`config.mk`:
```
export PLATFORM = sky130hd
export DESIGN_NAME = uart_xcvr
export DESIGN_NICKNAME = d
export VERILOG_FILES = /design/src/rtl/uart_xcvr.sv
export SDC_FILE = /design/constraint.sdc
export NUM_CORES = 1
export LEC_CHECK = 0
export BUFFER_PORTS_ARGS = -buffer_cell sky130_fd_sc_hd__buf_2
export CORE_ASPECT_RATIO = 1.2
export CORE_MARGIN = 2
export CORE_UTILIZATION = 48
export DETAILED_ROUTE_END_ITERATION = 12
export PLACE_DENSITY = 0.66
export SYNTH_ARGS = -nofsm -noshare
export SYNTH_HDL_FRONTEND = slang
export SYNTH_SLANG_ARGS = --single-unit
```
`constraint.sdc`:
```
create_clock -name clk -period 4.5 [get_ports clk]
set_input_delay 0.225 -clock clk [delete_from_list [all_inputs] [get_ports clk]]
set_output_delay 0.225 -clock clk [all_outputs]
set_load 0.01 [all_outputs]
```
`src/rtl/uart_xcvr.sv`:
```
// Single-clock UART transceiver: baud counter in the clk domain, configurable framing,
// mid-bit sampling receiver with synchroniser, error flags and internal loopback.
module uart_xcvr #(
    parameter int CLK_FREQ     = 1000000,
    parameter int BAUD_RATE    = 9600,
    parameter int CLKS_PER_BIT = CLK_FREQ / BAUD_RATE,
    parameter int DATA_BITS    = 8,
    parameter int PARITY_EN    = 0,
    parameter int PARITY_ODD   = 0,
    parameter int STOP_BITS    = 1
) (
    input  logic                 clk,
    input  logic                 rst,
    input  logic                 loopback,
    input  logic                 tx_valid,
    input  logic [DATA_BITS-1:0] tx_data,
    output logic                 tx_ready,
    output logic                 tx,
    output logic                 tx_done,
    input  logic                 rx,
    output logic [DATA_BITS-1:0] rx_data,
    output logic                 rx_valid,
    output logic                 rx_parity_err,
    output logic                 rx_frame_err,
    output logic                 rx_busy
);
    localparam int             CW        = $clog2(CLKS_PER_BIT);
    localparam logic [CW-1:0]  CNT_LAST  = CW'(CLKS_PER_BIT - 1);
    localparam logic [CW-1:0]  CNT_HALF  = CW'(CLKS_PER_BIT / 2 - 1);
    localparam logic [3:0]     DATA_LAST = 4'(DATA_BITS - 1);
    localparam logic [3:0]     STOP_LAST = 4'(STOP_BITS - 1);
    localparam logic           PAR_EN    = (PARITY_EN != 0);
    localparam logic           PAR_ODD   = (PARITY_ODD != 0);

    typedef enum logic [2:0] {S_IDLE, S_START, S_DATA, S_PARITY, S_STOP} state_t;

    // ---------------- transmitter ----------------
    state_t                tx_state_reg, tx_state_next;
    logic [CW-1:0]         tx_cnt_reg, tx_cnt_next;
    logic [3:0]            tx_idx_reg, tx_idx_next;
    logic [DATA_BITS-1:0]  tx_shift_reg, tx_shift_next;
    logic                  tx_par_reg, tx_par_next;
    logic                  tx_line;
    logic                  tx_tick;

    assign tx_tick  = (tx_cnt_reg == CNT_LAST);
    assign tx_ready = (tx_state_reg == S_IDLE);
    // The pin is held idle in loopback; the frame still travels on tx_line internally.
    assign tx       = loopback | tx_line;

    always_ff @(posedge clk or negedge rst) begin
        if (!rst) begin
            tx_state_reg <= S_IDLE;
            tx_cnt_reg   <= '0;
            tx_idx_reg   <= '0;
            tx_shift_reg <= '0;
            tx_par_reg   <= 1'b0;
        end else begin
            tx_state_reg <= tx_state_next;
            tx_cnt_reg   <= tx_cnt_next;
            tx_idx_reg   <= tx_idx_next;
            tx_shift_reg <= tx_shift_next;
            tx_par_reg   <= tx_par_next;
        end
    end

    always_comb begin
        tx_state_next = tx_state_reg;
        tx_cnt_next   = tx_cnt_reg;
        tx_idx_next   = tx_idx_reg;
        tx_shift_next = tx_shift_reg;
        tx_par_next   = tx_par_reg;
        tx_line       = 1'b1;
        tx_done       = 1'b0;
        if (tx_state_reg != S_IDLE)
            tx_cnt_next = tx_tick ? '0 : tx_cnt_reg + 1'b1;
        case (tx_state_reg)
            S_IDLE: begin
                if (tx_valid) begin
                    tx_shift_next = tx_data;
                    tx_par_next   = (^tx_data) ^ PAR_ODD;
                    tx_cnt_next   = '0;
                    tx_state_next = S_START;
                end
            end
            S_START: begin
                tx_line = 1'b0;
                if (tx_tick) begin
                    tx_idx_next   = '0;
                    tx_state_next = S_DATA;
                end
            end
            S_DATA: begin
                tx_line = tx_shift_reg[0];
                if (tx_tick) begin
                    tx_shift_next = tx_shift_reg >> 1;
                    if (tx_idx_reg == DATA_LAST) begin
                        tx_idx_next   = '0;
                        tx_state_next = PAR_EN ? S_PARITY : S_STOP;
                    end else begin
                        tx_idx_next = tx_idx_reg + 1'b1;
                    end
                end
            end
            S_PARITY: begin
                tx_line = tx_par_reg;
                if (tx_tick) begin
                    tx_idx_next   = '0;
                    tx_state_next = S_STOP;
                end
            end
            S_STOP: begin
                if (tx_tick) begin
                    if (tx_idx_reg == STOP_LAST) begin
                        tx_done       = 1'b1;
                        tx_state_next = S_IDLE;
                    end else begin
                        tx_idx_next = tx_idx_reg + 1'b1;
                    end
                end
            end
            default: tx_state_next = S_IDLE;
        endcase
    end

    // ---------------- receiver ----------------
    state_t                rx_state_reg, rx_state_next;
    logic [CW-1:0]         rx_cnt_reg, rx_cnt_next;
    logic [3:0]            rx_idx_reg, rx_idx_next;
    logic [DATA_BITS-1:0]  rx_shift_reg, rx_shift_next;
    logic                  rx_perr_pend_reg, rx_perr_pend_next;
    logic                  rx_ferr_pend_reg, rx_ferr_pend_next;
    logic [DATA_BITS-1:0]  rx_data_reg, rx_data_next;
    logic                  rx_valid_reg, rx_valid_next;
    logic                  rx_perr_reg, rx_perr_next;
    logic                  rx_ferr_reg, rx_ferr_next;
    logic                  rx_meta_reg, rx_sync_reg, rx_prev_reg;
    logic                  rx_tick;

    assign rx_tick       = (rx_cnt_reg == CNT_LAST);
    assign rx_data       = rx_data_reg;
    assign rx_valid      = rx_valid_reg;
    assign rx_parity_err = rx_perr_reg;
    assign rx_frame_err  = rx_ferr_reg;
    assign rx_busy       = (rx_state_reg != S_IDLE);

    always_ff @(posedge clk or negedge rst) begin
        if (!rst) begin
            rx_meta_reg      <= 1'b1;
            rx_sync_reg      <= 1'b1;
            rx_prev_reg      <= 1'b1;
            rx_state_reg     <= S_IDLE;
            rx_cnt_reg       <= '0;
            rx_idx_reg       <= '0;
            rx_shift_reg     <= '0;
            rx_perr_pend_reg <= 1'b0;
            rx_ferr_pend_reg <= 1'b0;
            rx_data_reg      <= '0;
            rx_valid_reg     <= 1'b0;
            rx_perr_reg      <= 1'b0;
            rx_ferr_reg      <= 1'b0;
        end else begin
            rx_meta_reg      <= loopback ? tx_line : rx;
            rx_sync_reg      <= rx_meta_reg;
            rx_prev_reg      <= rx_sync_reg;
            rx_state_reg     <= rx_state_next;
            rx_cnt_reg       <= rx_cnt_next;
            rx_idx_reg       <= rx_idx_next;
            rx_shift_reg     <= rx_shift_next;
            rx_perr_pend_reg <= rx_perr_pend_next;
            rx_ferr_pend_reg <= rx_ferr_pend_next;
            rx_data_reg      <= rx_data_next;
            rx_valid_reg     <= rx_valid_next;
            rx_perr_reg      <= rx_perr_next;
            rx_ferr_reg      <= rx_ferr_next;
        end
    end

    always_comb begin
        rx_state_next     = rx_state_reg;
        rx_cnt_next       = rx_cnt_reg;
        rx_idx_next       = rx_idx_reg;
        rx_shift_next     = rx_shift_reg;
        rx_perr_pend_next = rx_perr_pend_reg;
        rx_ferr_pend_next = rx_ferr_pend_reg;
        rx_data_next      = rx_data_reg;
        rx_valid_next     = 1'b0;
        rx_perr_next      = rx_perr_reg;
        rx_ferr_next      = rx_ferr_reg;
        if (rx_state_reg != S_IDLE)
            rx_cnt_next = rx_tick ? '0 : rx_cnt_reg + 1'b1;
        case (rx_state_reg)
            S_IDLE: begin
                // Edge-triggered start: a line held low after a break never re-arms until it rises.
                if (rx_prev_reg && !rx_sync_reg) begin
                    rx_cnt_next       = '0;
                    rx_perr_pend_next = 1'b0;
                    rx_ferr_pend_next = 1'b0;
                    rx_state_next     = S_START;
                end
            end
            S_START: begin
                if (rx_cnt_reg == CNT_HALF) begin
                    rx_cnt_next   = '0;
                    rx_idx_next   = '0;
                    rx_state_next = rx_sync_reg ? S_IDLE : S_DATA;
                end
            end
            S_DATA: begin
                if (rx_tick) begin
                    rx_shift_next = {rx_sync_reg, rx_shift_reg[DATA_BITS-1:1]};
                    if (rx_idx_reg == DATA_LAST) begin
                        rx_idx_next   = '0;
                        rx_state_next = PAR_EN ? S_PARITY : S_STOP;
                    end else begin
                        rx_idx_next = rx_idx_reg + 1'b1;
                    end
                end
            end
            S_PARITY: begin
                if (rx_tick) begin
                    rx_perr_pend_next = (^rx_shift_reg) ^ PAR_ODD ^ rx_sync_reg;
                    rx_idx_next       = '0;
                    rx_state_next     = S_STOP;
                end
            end
            S_STOP: begin
                if (rx_tick) begin
                    rx_ferr_pend_next = rx_ferr_pend_reg | ~rx_sync_reg;
                    if (rx_idx_reg == STOP_LAST) begin
                        rx_data_next  = rx_shift_reg;
                        rx_valid_next = 1'b1;
                        rx_perr_next  = rx_perr_pend_reg;
                        rx_ferr_next  = rx_ferr_pend_reg | ~rx_sync_reg;
                        rx_state_next = S_IDLE;
                    end else begin
                        rx_idx_next = rx_idx_reg + 1'b1;
                    end
                end
            end
            default: rx_state_next = S_IDLE;
        endcase
    end
endmodule

```
==> impl_metrics.ini, run 1 <==
[sta]
skew_ns = 0.00505
tightest_slew_ns = 0.754
fmaxAchievable_mhz = 463
report.final.setup_viol = 0
final.period_utilization_pct = 48.0
final.hold.worst_slack_ns = 0.0302
sum_neg_setup_slack_ns = 0
timing.max_slew.rel_slack_pct = 49.8
period_minus_slack_ns = 2.16
grt_setup_unrepaired = no
layout_setup_ws_ns = 2.34
hold_viol = 0
slew_viol_final = 0

[placed_design]
detailedPlace.worstSlack_ns = 2.34
gp_routability_congestion = 0.806
buffer_ports.inserted = 27
dpl.hpwl_mm = 3.97
placement.cell_area_sq_um = 3430

[floorplan]
die_height_um = 93.8
floorplan.initialDensity_pct = 49.7
die_w_um = 78.8
die_footprint_sq_um = 7400
io_pins = 28
row_count = 32
floorplan.core_area_sq_um = 6490

[route]
detailroute.via_count = 2307
detailedRoute.firstIterationViolations = 127
vias_per_cell = 5.34
drt_pre_antenna_iters = 4
route.antenna.remaining_nets = 0
wl_per_cell_um = 13.3
drt_drc_violations_left = 0
routed_wire_length_mm = 5.72

[logic_synthesis]
synth-main-ff-cell = dfrtp_1
synthArstFlopShare_pct = 100
postSynthNetCount = 329
post_synth_instance_area_sq_um = 3230
yosys.cell_types.count = 51
synth_edf_count = 0
seq_area_frac_synth_pct = 47.4
yosys_warnings = 0
synth_area_per_cell_sq_um = 10.4
synth-seq-cells = 61
synthCells = 310

[global_routing]
overflow = 0
initial_antenna_violation_count = 0
global_route_wire_length_before_repair_mm = 10.0
grt_max_degree = 62
grt_util_all_layers_pct = 17.4
grt_pass1_vias = 2213

[critical_path]
critical_path.max_fanout = 6
cp_slowest_cell = dfrtp_1
crit_path_end_kind = primary output
worst_ep_required_time_ns = 4.28
cp_data_arrival_time_ns = 1.94
timing_worst_setup_path_type = flop to primary output
cp_slowest_stage_delay_ns = 0.39
timing.critical_path.cells = ha_1 -> nand3_1 -> nor2_4 -> and2_1 -> and3_1 -> buf_2
cp_num_buf_inv = 1
critPathTopFamily = simple AND/OR/NAND/NOR gates
worstSetupStartpointType = flop

[power]
leakagePower_nw = 1.67
cellPowerDensity_nw_per_um2 = 370
power.ir.vdd_worst_mv = 0.220

[final_layout]
most-common-layout-cells = dfrtp_1 (58), nand2_1 (31), buf_2 (27)
n_antenna_cell = 0
final_common_cell = dfrtp_1
area.growth.synth_to_final_pct = 12.3
layout-drive-gt1-share_pct = 23.6
finalCoreUtilization_pct = 55.8
final_area_sq_um = 3620
finalNetCount = 361

[clock_tree]
tritoncts_num_sinks = 61
cts-buffers-inserted = 9
clock_path_buffers = 2
worst_setup_hold_path_clk_slew_ns = 0.06
cts-root-buf = clkbuf_8
cts_post_setup_buffers_inserted = 0
post_cts_resize_count = 0
cts_tree = built
clk-insertion-delay-late_ns = 0.33
htreeDepth = 3
cts_hold_repair.buffers = 0

[run]
max-cap-violations = 0

[worst_hold_path]
min-delay-path-class = input pin to async pin

[run_status]
run_status = finished, final reports clean
-- through the flow --
| step | power [mW] | cells |
|---|---|---|
| floorplan | 0.814 | 310 |
| global placement | 0.870 | 416 |
| detailed placement | 0.878 | 416 |
| CTS | 1.36 | 432 |
| global route | 1.42 | 432 |
| finish | 1.34 | 432 |
-- cells by family (layout without fill, tap and decap cells) --
family                     after synthesis  in the layout  synth area share, %
buffers and inverters                   20             57                 2.95
adders and majority gates                6              6                 2.33
muxes                                   26             26                 9.54
and+or+nand+nor                        110            110                 19.4
xor gates and xnor gates                19             19                 5.16
AOI/OAI and AO/OA                       68             68                 13.2
DFF                                     61             61                 47.4
-- cell type report --
| type | count | area (sq um) |
|---|---|---|
| well taps | 85 | 106 |
| multi-input cells | 229 | 1600 |
| inverters | 13 | 48.8 |
| flip-flops and latches | 61 | 1530 |
| repair buffers | 28 | 143 |
| clock inverters | 4 | 47.5 |
| fillers | 584 | 2860 |
| clock buffers | 12 | 145 |
-- report_power, final --
group	switching [mW]	leakage [nW]	internal [mW]	total, mW
logic	0.120	0.755	0.103	0.223
clock network	0.204	0.0964	0.269	0.473
registers	0.0553	0.817	0.588	0.643
-- Yosys cell counts (2+ instances only) --
cell / count / area [sq um]
nand3b_1: 3 / 22.5
nand3_1: 13 / 65.1
buf_2: 4 / 20.0
nand2_1: 31 / 116
xnor2_1: 18 / 158
mux2i_1: 9 / 90.1
nand2b_1: 6 / 37.5
a31oi_1: 5 / 31.3
or3b_4: 2 / 22.5
nand4_1: 5 / 31.3
o21ai_2: 4 / 35.0
and3_1: 3 / 18.8
a21oi_1: 13 / 65.1
ha_1: 6 / 75.1
mux2_4: 7 / 105
mux2_2: 10 / 113
and2_1: 2 / 12.5
dfstp_2: 3 / 78.8
o21ai_0: 22 / 110
o211ai_1: 4 / 30.0
inv_1: 11 / 41.3
nor2_4: 3 / 33.8
nor2b_1: 4 / 25.0
nor3_4: 2 / 32.5
o21ai_1: 8 / 40.0
a21o_1: 2 / 15.0
nor3b_1: 4 / 30.0
or3_1: 2 / 12.5
nor2_1: 21 / 78.8
a22o_1: 3 / 26.3
o32ai_1: 2 / 17.5
buf_6: 2 / 22.5
dfrtp_1: 58 / 1450
-- layer usage --
layer	routed length (um)	GRT usage [%]	part of all wire, %	vias up
met1	2790	23.7	49	1101
met2	2650	26.4	46	38
met4	93	8.05	1.6	0
met3	191	3.94	3.3	10
met5	0	0	0	-
li1	-	-	-	1158
-- final timing paths --
path / cells past startpoint / endpoint / startpoint / slack (ns)
worst max-delay path: 6 / tx_done / tx_cnt_reg[0] / 2.34
worst min-delay path: 2 / tx_cnt_reg[4] / rst / 0.03
worst max register to register: 5 / rx_data[1] / rx_idx_reg[0] / 2.34
worst min register to register: 0 / rx_sync_reg / rx_meta_reg / 0.36
max in group asynchronous: 2 / rx_state_reg[0] / rst / 3.95
min in group clk: 2 / rx_meta_reg / loopback / 0.06
Power figures use the tool's default switching activity.
==> run 2, diff against run 1 <==
==> constraint.sdc (replaced) <==
create_clock -name clk -period 2.1 [get_ports clk]
set_input_delay 0.105 -clock clk [delete_from_list [all_inputs] [get_ports clk]]
set_output_delay 0.105 -clock clk [all_outputs]
set_load 0.01 [all_outputs]
==> run 2 against run 1 <==
  * First-iteration DRC count is 36% higher
  * Worst hold slack improved by 0.020 ns
  * Sequential power increased by 110%
  * Final cell count increased by 2.1%
  * Die area unchanged
  * Register-to-register slack got worse by 2.1 ns
  * Critical endpoint unchanged
==> impl_metrics.ini, run 2 (synthesis gave the netlist of run 1 again) <==
[floorplan]
floorplan.core_area_sq_um = 6490
die_w_um = 78.8
io_pins = 28
row_count = 32
die_height_um = 93.8
die_footprint_sq_um = 7400
floorplan.initialDensity_pct = 49.7

[final_layout]
most-common-layout-cells = dfrtp_1 (58), nand2_1 (31), buf_2 (27)
area.growth.synth_to_final_pct = 15.7
n_antenna_cell = 0
final_common_cell = dfrtp_1
finalNetCount = 370
layout-drive-gt1-share_pct = 25.3

[clock_tree]
tritoncts_num_sinks = 61
clk-insertion-delay-late_ns = 0.34
htreeDepth = 3
cts-root-buf = clkbuf_8
worst_setup_hold_path_clk_slew_ns = 0.08
clock_path_buffers = 2
cts-buffers-inserted = 9
cts_tree = built

[route]
drt_pre_antenna_iters = 4
detailroute.via_count = 2336
routed_wire_length_mm = 6.07
route.antenna.remaining_nets = 0
drt_drc_violations_left = 0
detailedRoute.firstIterationViolations = 173
vias_per_cell = 5.30
wl_per_cell_um = 13.8

[power]
total_power_mw = 2.98
cellPowerDensity_nw_per_um2 = 799
leakagePower_nw = 1.73
power_frac_comb_pct = 17.7
power_switching_share_pct = 30.8
clk_network_pwr_share_pct = 36.3
power.switching_uw = 917
power.ir.vdd_worst_mv = 0.413
internal_power_mw = 2.06
pwr-share-seq_pct = 46.0

[critical_path]
cp_num_buf_inv = 1
worst_ep_required_time_ns = 2.00
critical_path.max_fanout = 9
critPathTopFamily = simple AND/OR/NAND/NOR gates
timing_worst_setup_path_type = flop to primary output
cp_data_arrival_time_ns = 1.85
crit_path_end_kind = primary output
worstSetupStartpointType = flop
cp_slowest_cell = dfrtp_1
cp_slowest_stage_delay_ns = 0.47
timing.critical_path.cells = or3b_4 -> nor2_4 -> and2_1 -> and3_1 -> buf_2
r2r_setup_slack_ns = 0.23

[placed_design]
buffer_ports.inserted = 27
gp_routability_congestion = 0.762
dpl.hpwl_mm = 4.22

[global_routing]
grt_util_all_layers_pct = 18.7
grt_max_degree = 41
overflow = 0
grt_pass1_vias = 2289
global_route_wire_length_before_repair_mm = 10.7
initial_antenna_violation_count = 0

[sta]
final.period_utilization_pct = 93.0
sum_neg_setup_slack_ns = 0
timing.max_slew.rel_slack_pct = 63.8
fmaxAchievable_mhz = 512
slew_viol_final = 0
tightest_slew_ns = 0.544
skew_ns = 0.0136
period_minus_slack_ns = 1.95
hold_viol = 0
report.final.setup_viol = 0

[run_status]
run_status = finished, final reports clean

[run]
max-cap-violations = 0

[worst_hold_path]
min-delay-path-class = input pin to flop
-- run 2: path summary, 6_finish.rpt --
path | start | depth (start not counted) | end
min | tx_data[7] | 3 | tx_shift_reg[7]
min reg2reg | rx_meta_reg | 0 | rx_sync_reg
max in group asynchronous | rst | 3 | rx_sync_reg
min in group asynchronous | rst | 2 | tx_cnt_reg[5]
max | tx_cnt_reg[3] | 5 | tx_done
max reg2reg | rx_idx_reg[0] | 6 | rx_data[1]
-- run 2: metal layers --
layer / track usage (%) / routed length, um / up-vias
li1: - / - / 1177
met2: 28.8 / 2880 / 29
met1: 24.5 / 2960 / 1128
met3: 6.25 / 202 / 2
met4: 6.90 / 38 / 0
met5: 0 / 0 / -
-- run 2: repair_timing --
action                                  CTS  global route
hold endpoints to repair                 21             0
buffers inserted                          0             2
endpoints found under the setup margin    0             1
gates resized for setup                   0             0
hold buffers                              3             0
-- run 2: power by group through the flow --
stage               clock, mW  combinational (mW)  sequential (mW)
CTS                      1.10               0.526             1.37
global route             1.16               0.601             1.39
global placement            0               0.507             1.38
finish                   1.08               0.528             1.37
floorplan                   0               0.398             1.35
detailed placement          0               0.522             1.39
-- run 2: per-stage QoR --
stage / cell area (sq um) / util (%) / worst slack [ns] / hold slack (ns) / instances
6_report: 3730 / 57.5 / 0.148 / 0.0503 / 441
5_1_grt: 3730 / 57.5 / -0.00389 / 0.0307 / 441
4_1_cts: 3720 / 57.3 / 0.0531 / 0.0388 / 439
3_5_place_dp: 3480 / 53.7 / 0.238 / 0.127 / 420
3_3_place_gp: 3480 / 53.7 / 0.283 / 0.125 / 420
2_1_floorplan: 3230 / - / 0.322 / -0.191 / 310
-- run 2: cell type report --
cell class,count,area (sq um)
fill,559,2750
multi-input combinational,229,1600
sequential,61,1530
timing repair buffer,37,243
clock buffer,9,124
tap,85,106
clock inverter,7,78.8
inverter,13,48.8
-- run 2: worst reg2reg max path, cell delays in order (launching register included) --
cell and delay, ns:
dfrtp_1 0.41, inv_1 0.10, ha_1 0.14, or3b_4 0.40, nor3_4 0.21, buf_12 0.18
mux2_2 0.33
